## src/rtl/aes_key_pkg.sv

```systemverilog
// Shared definitions for the AES key-schedule path.
// Contents:
//   mode_e        start/mode encodings (3 is reserved and behaves as idle)
//   *_FIRST/*_LAST default key-BRAM word windows for the two schedules
//   round_key_t   one packed FIFO entry {data, round, last}
//   mode_active() true for the two modes that capture key words
package aes_key_pkg;

    typedef enum logic [1:0] {
        MODE_IDLE = 2'd0,
        MODE_ENC  = 2'd1,
        MODE_DEC  = 2'd2,
        MODE_RSVD = 2'd3
    } mode_e;

    localparam int unsigned ENC_FIRST   = 0;
    localparam int unsigned ENC_LAST    = 59;
    localparam int unsigned DEC_FIRST   = 60;
    localparam int unsigned DEC_LAST    = 119;

    localparam int ROUND_KEY_W = 128;
    localparam int KEY_WORD_W  = 32;
    localparam int ROUND_W     = 4;

    typedef struct packed {
        logic [ROUND_KEY_W-1:0] data;
        logic [ROUND_W-1:0]     round;
        logic                   last;
    } round_key_t;

    function automatic logic mode_active(input mode_e m);
        return (m == MODE_ENC) || (m == MODE_DEC);
    endfunction

endpackage

```

## src/rtl/rk_fifo.sv

```systemverilog
// Synchronous first-word-fall-through FIFO built as a shift register:
// entry 0 is always the head, so dout comes straight from a flop.
// Ports:
//   clk, rst    clock, synchronous active-high reset
//   flush       synchronous clear (same effect as rst)
//   push, din   write request and data; ignored when full unless popping
//   pop         read request; ignored when empty
//   dout        head entry
//   full, empty, count  registered occupancy status
module rk_fifo #(
    parameter int  WIDTH = 8,
    parameter int  DEPTH = 4,
    localparam int CNT_W = $clog2(DEPTH) + 1
) (
    input  logic             clk,
    input  logic             rst,
    input  logic             flush,
    input  logic             push,
    input  logic [WIDTH-1:0] din,
    input  logic             pop,
    output logic [WIDTH-1:0] dout,
    output logic             full,
    output logic             empty,
    output logic [CNT_W-1:0] count
);

    localparam int             IDX_W   = $clog2(DEPTH);
    localparam logic [CNT_W-1:0] ONE_C   = CNT_W'(1);
    localparam logic [CNT_W-1:0] DEPTH_C = CNT_W'(DEPTH);

    logic [WIDTH-1:0] mem_r [DEPTH];
    logic [CNT_W-1:0] count_r;
    logic             full_r;
    logic             empty_r;

    logic             pop_s;
    logic             push_s;
    logic [IDX_W-1:0] wr_idx_s;
    logic [CNT_W-1:0] count_nxt_s;

    // Qualify requests; a full FIFO still accepts a push when the head leaves.
    always_comb begin
        pop_s    = pop && !empty_r;
        push_s   = push && (!full_r || pop_s);
        wr_idx_s = pop_s ? IDX_W'(count_r - ONE_C) : IDX_W'(count_r);
        if (push_s && !pop_s) begin
            count_nxt_s = count_r + ONE_C;
        end else if (pop_s && !push_s) begin
            count_nxt_s = count_r - ONE_C;
        end else begin
            count_nxt_s = count_r;
        end
    end

    // Storage shift/write and occupancy flags.
    always_ff @(posedge clk) begin
        if (rst || flush) begin
            for (int i = 0; i < DEPTH; i++) begin
                mem_r[i] <= '0;
            end
            count_r <= '0;
            full_r  <= 1'b0;
            empty_r <= 1'b1;
        end else begin
            if (pop_s) begin
                for (int i = 0; i < DEPTH - 1; i++) begin
                    mem_r[i] <= mem_r[i+1];
                end
            end
            // Write after the shift so it lands in the post-pop slot.
            if (push_s) begin
                mem_r[wr_idx_s] <= din;
            end
            count_r <= count_nxt_s;
            full_r  <= (count_nxt_s == DEPTH_C);
            empty_r <= (count_nxt_s == '0);
        end
    end

    assign dout  = mem_r[0];
    assign full  = full_r;
    assign empty = empty_r;
    assign count = count_r;

endmodule

```

## src/rtl/round_key_packer.sv

```systemverilog
// Packs the 32-bit key-BRAM read stream into 128-bit round keys and hands
// them to the round datapath through a small FWFT FIFO.
// Ports:
//   clk, rst   clock, synchronous active-high reset
//   start      requested mode (0 idle, 1 encrypt, 2 decrypt, 3 idle); a
//              change restarts the block
//   key_addr   address the key counter drives to the BRAM this cycle
//   key_word   BRAM data for the previous cycle's key_addr
//   rk_*       FIFO head: data (word 0 in MSBs), round index, last flag, valid
//   rk_ready   datapath accepts the head
//   done       whole schedule delivered and FIFO drained
//   overflow   sticky: a round key was dropped on a full FIFO
module round_key_packer
    import aes_key_pkg::*;
#(
    parameter int unsigned ENC_FIRST  = aes_key_pkg::ENC_FIRST,
    parameter int unsigned ENC_LAST   = aes_key_pkg::ENC_LAST,
    parameter int unsigned DEC_FIRST  = aes_key_pkg::DEC_FIRST,
    parameter int unsigned DEC_LAST   = aes_key_pkg::DEC_LAST,
    parameter int          FIFO_DEPTH = 4
) (
    input  logic                   clk,
    input  logic                   rst,
    input  logic [1:0]             start,
    input  logic [7:0]             key_addr,
    input  logic [KEY_WORD_W-1:0]  key_word,
    output logic [ROUND_KEY_W-1:0] rk_data,
    output logic [ROUND_W-1:0]     rk_round,
    output logic                   rk_last,
    output logic                   rk_valid,
    input  logic                   rk_ready,
    output logic                   done,
    output logic                   overflow
);

    // LAST+1 must still fit the 8-bit expected-address register.
    if (ENC_LAST > 254 || DEC_LAST > 254) begin : g_bad_last
        $error("round_key_packer: LAST address must be <= 254");
    end
    if (FIFO_DEPTH < 2 || (FIFO_DEPTH & (FIFO_DEPTH - 1)) != 0) begin : g_bad_depth
        $error("round_key_packer: FIFO_DEPTH must be a power of two >= 2");
    end

    localparam logic [7:0] ENC_FIRST_A = 8'(ENC_FIRST);
    localparam logic [7:0] ENC_LAST_A  = 8'(ENC_LAST);
    localparam logic [7:0] DEC_FIRST_A = 8'(DEC_FIRST);
    localparam logic [7:0] DEC_LAST_A  = 8'(DEC_LAST);
    localparam int         CNT_W       = $clog2(FIFO_DEPTH) + 1;

    mode_e                 mode_q_r;
    logic [7:0]            addr_d1_r;
    logic [7:0]            exp_addr_r;
    logic [7:0]            last_addr_r;
    logic [1:0]            word_idx_r;
    logic [KEY_WORD_W-1:0] w0_r;
    logic [KEY_WORD_W-1:0] w1_r;
    logic [KEY_WORD_W-1:0] w2_r;
    logic [ROUND_W-1:0]    round_r;
    logic                  done_r;
    logic                  overflow_r;

    logic                  restart_s;
    logic                  active_s;
    logic                  capture_s;
    logic                  push_s;
    logic                  pop_s;
    round_key_t            push_key_s;
    round_key_t            head_key_s;
    logic                  fifo_full_s;
    logic                  fifo_empty_s;
    logic [CNT_W-1:0]      fifo_count_s;

    // Capture/push decode. addr_d1_r lines up with key_word (1-cycle BRAM).
    always_comb begin
        restart_s = (mode_e'(start) != mode_q_r);
        active_s  = mode_active(mode_q_r);
        // The bound check stops a held terminal address from re-matching.
        capture_s = active_s && !restart_s &&
                    (addr_d1_r == exp_addr_r) && (exp_addr_r <= last_addr_r);
        push_s    = capture_s && (word_idx_r == 2'd3);
        pop_s     = rk_ready && !fifo_empty_s;
        push_key_s.data  = {w0_r, w1_r, w2_r, key_word};
        push_key_s.round = round_r;
        push_key_s.last  = (addr_d1_r == last_addr_r);
    end

    // Mode tracking, packer state, round counter and status flags.
    always_ff @(posedge clk) begin
        if (rst) begin
            mode_q_r    <= MODE_IDLE;
            addr_d1_r   <= 8'd0;
            exp_addr_r  <= ENC_FIRST_A;
            last_addr_r <= ENC_LAST_A;
            word_idx_r  <= 2'd0;
            w0_r        <= '0;
            w1_r        <= '0;
            w2_r        <= '0;
            round_r     <= '0;
            done_r      <= 1'b0;
            overflow_r  <= 1'b0;
        end else begin
            mode_q_r  <= mode_e'(start);
            addr_d1_r <= key_addr;
            if (restart_s) begin
                exp_addr_r  <= (mode_e'(start) == MODE_DEC) ? DEC_FIRST_A : ENC_FIRST_A;
                last_addr_r <= (mode_e'(start) == MODE_DEC) ? DEC_LAST_A : ENC_LAST_A;
                word_idx_r  <= 2'd0;
                w0_r        <= '0;
                w1_r        <= '0;
                w2_r        <= '0;
                round_r     <= '0;
                done_r      <= 1'b0;
                overflow_r  <= 1'b0;
            end else begin
                if (capture_s) begin
                    // Slot 3 is never stored: it goes straight into the push.
                    case (word_idx_r)
                        2'd0:    w0_r <= key_word;
                        2'd1:    w1_r <= key_word;
                        2'd2:    w2_r <= key_word;
                        default: ;
                    endcase
                    word_idx_r <= word_idx_r + 2'd1;
                    exp_addr_r <= exp_addr_r + 8'd1;
                end
                if (push_s) begin
                    round_r <= round_r + 4'd1;
                end
                if (push_s && fifo_full_s && !pop_s) begin
                    overflow_r <= 1'b1;
                end
                if (active_s && (exp_addr_r > last_addr_r) && (fifo_count_s == '0)) begin
                    done_r <= 1'b1;
                end
            end
        end
    end

    rk_fifo #(
        .WIDTH ($bits(round_key_t)),
        .DEPTH (FIFO_DEPTH)
    ) u_fifo (
        .clk   (clk),
        .rst   (rst),
        .flush (restart_s),
        .push  (push_s),
        .din   (push_key_s),
        .pop   (pop_s),
        .dout  (head_key_s),
        .full  (fifo_full_s),
        .empty (fifo_empty_s),
        .count (fifo_count_s)
    );

    assign rk_data  = head_key_s.data;
    assign rk_round = head_key_s.round;
    assign rk_last  = head_key_s.last;
    assign rk_valid = !fifo_empty_s;
    assign done     = done_r;
    assign overflow = overflow_r;

endmodule
```

## config.mk

```make
export PLATFORM = sky130hd
export DESIGN_NAME = round_key_packer
export DESIGN_NICKNAME = d
export VERILOG_FILES = /design/src/rtl/aes_key_pkg.sv /design/src/rtl/rk_fifo.sv /design/src/rtl/round_key_packer.sv
export SDC_FILE = /design/constraint.sdc
export NUM_CORES = 1
export LEC_CHECK = 0
export BUFFER_PORTS_ARGS = -buffer_cell sky130_fd_sc_hd__buf_2
export CORE_MARGIN = 2
export CORE_UTILIZATION = 45
export DETAILED_ROUTE_END_ITERATION = 12
export HOLD_SLACK_MARGIN = 0.05
export PLACE_DENSITY = 0.61
export SYNTH_ARGS = -nofsm -noshare
export SYNTH_HDL_FRONTEND = slang
export SYNTH_HIERARCHICAL = 1
export SYNTH_SLANG_ARGS = --single-unit
```

## constraint.sdc

```tcl
create_clock -name clk -period 13.1 [get_ports clk]
set_input_delay 2.62 -clock clk [delete_from_list [all_inputs] [get_ports clk]]
set_output_delay 2.62 -clock clk [all_outputs]
set_load 0.05 [all_outputs]
```

==> results.rst <==
.. list-table::
   :header-rows: 1

   * - Metric
     - Value
   * - Most used cells in the layout excluding fill and tap cells
     - sky130_fd_sc_hd__nand2_1 (537), sky130_fd_sc_hd__edfxtp_1 (532), sky130_fd_sc_hd__mux2i_1 (495), sky130_fd_sc_hd__buf_2 (180), sky130_fd_sc_hd__inv_1 (150)
   * - Number of CTS-inserted buffers
     - 72
   * - Clock network latency to the later pin of the worst-skew pair
     - ~0.6 ns
   * - Largest net degree at the start of global routing
     - between 200 and 250
   * - Peak supply drop
     - 0.0768 mV
   * - Average size of a mapped cell
     - about 13 um2
   * - Setup tns final
     - 0 ns
   * - Total wire length after detailed routing
     - between 60,000 and 70,000 um
   * - Top FF cell, synth
     - sky130_fd_sc_hd__edfxtp_1
   * - Post-synthesis instance area
     - just under 0.03 mm2
   * - Final hold vios
     - 0
   * - Worst hold path class
     - register to register
   * - Number of violations of the max-capacitance limit
     - 0
   * - Wire length of the first global-routing pass
     - 103,000 um
   * - Hold slack final
     - approximately 0.45 ns
   * - Layout cells sized above 1
     - 0.129
   * - Clock-pin slew of the registers on the worst-case setup and hold paths
     - around 0.060 ns
   * - Number of DRC markers after the initial detailed-route iteration
     - between 1k and 1.5k
   * - Distinct cells, synth
     - just under 60
   * - Status
     - completed
   * - Avg WL per Cell
     - between 20 and 25 um
   * - Slew at the pin with the worst max-slew slack
     - 1.18 ns
   * - First drt pass iteration count
     - 5
   * - Standby leakage power
     - roughly 13 nW
   * - X dimension of the die
     - 257 um
   * - Max-slew headroom
     - 0.214
   * - Clock skew
     - between 0.015 and 0.02 ns
   * - Flop pwr share
     - 0.522
   * - Initial antenna violation count
     - 3
   * - Crit-path most repeated cell
     - sky130_fd_sc_hd__buf_4
   * - Resized Gates After CTS
     - 0
   * - Number of endpoints failing setup at the final stage
     - 0
   * - Total via count in the routed design
     - between 15k and 20k
   * - CP peak stage delay
     - around 0.76 ns
   * - Power per cell area
     - about 140 mW/mm2
   * - Achievable Freq
     - roughly 140 MHz
   * - Starting utilization of the core area
     - 0.457
   * - Startpoint type of the worst setup path
     - primary input
   * - Synthesized instance count
     - 2,290
   * - Crit path required time
     - roughly 13 ns
   * - Combinational share of power
     - 0.048
   * - Number of clock sinks
     - approximately 660
   * - Slew Limit Fails
     - 0
   * - Vertical extent of the die
     - 257 um
   * - Placeable Area
     - between 0.06 and 0.07 mm2
   * - Overall routing resource usage
     - 0.203
   * - Dpl hpwl
     - about 40,000 um
   * - DRC errors left
     - 0
   * - Ratio of final minimum period to clock period
     - 0.542
   * - RSZ-0062 raised after global routing
     - false
   * - # rows
     - 92
   * - Kind of end point of the critical path
     - register
   * - Leading cell type in the layout, fill and taps excluded
     - sky130_fd_sc_hd__nand2_1
   * - Total die area
     - 0.0662 mm2
   * - Final instance count without filler cells
     - between 3k and 4k
   * - Buffers inserted by post-CTS timing repair
     - 0
   * - Cts hold-fix bufs
     - 0
   * - GRT overflow
     - 0
   * - CP arrival
     - 7.32 ns
   * - Fraction of power spent switching nets
     - 0.224
   * - TritonCTS clock tree
     - done
   * - I/O pin total
     - about 180
   * - Root buffer selected by CTS
     - sky130_fd_sc_hd__clkbuf_16
   * - Max Root-Sink Buffers
     - 3
   * - Cell-by-cell listing of the critical path
     - buf_2, nand2_1, o32ai_1, nand4b_1, nor3_1, o211ai_1, a21oi_4, buf_12, nand2b_4, buf_4, buf_4
   * - Number of nets in the finished design
     - 2,474
   * - EDFF count, synth
     - about 530
   * - Number of global-route vias before repair
     - 17.3k
   * - Post-layout utilization of the core
     - 0.514
   * - Via density per instance
     - between 5 and 6
   * - Share of flip-flops with an asynchronous set or reset
     - 0
   * - Number of placed cells counting well taps
     - between 3k and 4k
   * - Internal power consumption
     - 3.56 mW
   * - Number of antenna-violating nets in the routed design
     - 0
   * - Area Growth Syn to Fin
     - 12.5%
   * - Yosys warning count
     - 6
   * - Number of port buffers
     - 180
   * - H-tree levels
     - 3
   * - Total net switching power
     - 1.03 mW
   * - Proportion of power drawn by the clock network
     - 0.430
   * - Final period demand of the worst path
     - approximately 7.1 ns
   * - Worst-path cell with the longest stage delay
     - sky130_fd_sc_hd__buf_4
   * - Maximum fanout encountered on the critical timing path
     - roughly 130
   * - Count of state elements after synthesis
     - about 660
   * - WS Path Type
     - primary input to register
   * - Post-Synthesis Net Count
     - between 2k and 2.5k
   * - Sequential cell area fraction in the yosys report
     - 0.643
   * - Final weighted congestion in routability-driven placement
     - between 0.8 and 0.9
## through the flow
step | power (mW) | instance area (um2) | setup WS, ns
global placement | 2.66 | 30200 | 5.47
global route | 4.73 | 32500 | 5.71
finish | 4.59 | 32500 | 6.00
CTS | 4.64 | 32500 | 5.95
detailed placement | 2.66 | 30200 | 5.30
floorplan | 2.60 | 28900 | -1.07
## cells in the mapped netlist (all sizes together) (12+ instances only)
master	number	area, um2
mux2i	495	4950
o21ai	12	60.1
edfxtp	532	16000
nor2b	15	93.8
dfxtp	129	2580
a21oi	14	73.8
nor3	146	736
inv	151	567
nor2	19	81.3
clkbuf	38	143
nand2	538	2020
buf	110	791
## per-layer routing
| layer | vias to the layer above | share of wire | track usage |
|---|---|---|---|
| met1 | 8621 | 0.44 | 0.274 |
| met5 | - | 0.00043 | 0 |
| met2 | 436 | 0.47 | 0.328 |
| met3 | 103 | 0.052 | 0.0330 |
| met4 | 4 | 0.034 | 0.0811 |
| li1 | 8263 | - | - |
## final cells by class
class / instances / area [um2]
Clock inverter: 32 / 285
Multi-Input combinational cell: 1330 / 8880
Fill cell: 5524 / 30700
Clock buffer: 101 / 1990
Tap cell: 846 / 1060
Antenna cell: 1 / 2.50
Timing Repair Buffer: 202 / 1130
Sequential cell: 661 / 18600
Inverter: 151 / 567
## sequential cells by signal, summed over array words and instances, names as in the netlist
name / cells
word_idx_r: 2
exp_addr_r: 8
addr_d1_r: 8
w1_r: 32
last_addr_r: 2
u_fifo/mem_r: 532
w0_r: 32
round_r: 4
mode_q_r: 2
w2_r: 32
u_fifo/empty: 1
u_fifo/count: 3
done: 1
u_fifo/full: 1
overflow: 1
## worst paths after layout
kind                    endpoint  depth (start not counted)  slack, ns      startpoint
min reg2reg             w2_r[20]                          2       0.45        w2_r[20]
max          u_fifo/mem_r[2][85]                         11       6.00        start[0]
min                     w2_r[20]                          2       0.45        w2_r[20]
max reg2reg  u_fifo/mem_r[2][85]                         12       7.62  last_addr_r[3]
## cells by family (layout without fill, tap and decap cells)
kind of cell | after synthesis | count (layout) | synth area share
DFF | 661 | 661 | 0.643
other | 0 | 1 | 0
adders and majority gates | 11 | 11 | 0.00477
muxes | 495 | 495 | 0.172
AOI/OAI and AO/OA | 54 | 54 | 0.0125
buffers and inverters | 299 | 486 | 0.0520
and+or+nand+nor | 754 | 754 | 0.111
xor gates and xnor gates | 16 | 16 | 0.00486
## power by group through the flow
stage / clock (mW) / combinational [mW] / sequential, mW
2_1_floorplan: 0 / 0.0591 / 2.54
3_3_place_gp: 0 / 0.221 / 2.44
3_5_place_dp: 0 / 0.223 / 2.44
4_1_cts: 2.02 / 0.223 / 2.40
5_1_grt: 2.09 / 0.230 / 2.41
6_report: 1.97 / 0.220 / 2.40
## worst max-delay path: cells and delay by family
| kind | cells | cell delay, ns |
|---|---|---|
| and+or+nand+nor | 4 | 1.28 |
| buffers and inverters | 4 | 2.28 |
| AOI/OAI and AO/OA | 3 | 1.01 |
Note: power is estimated with default switching activity, not from simulation.
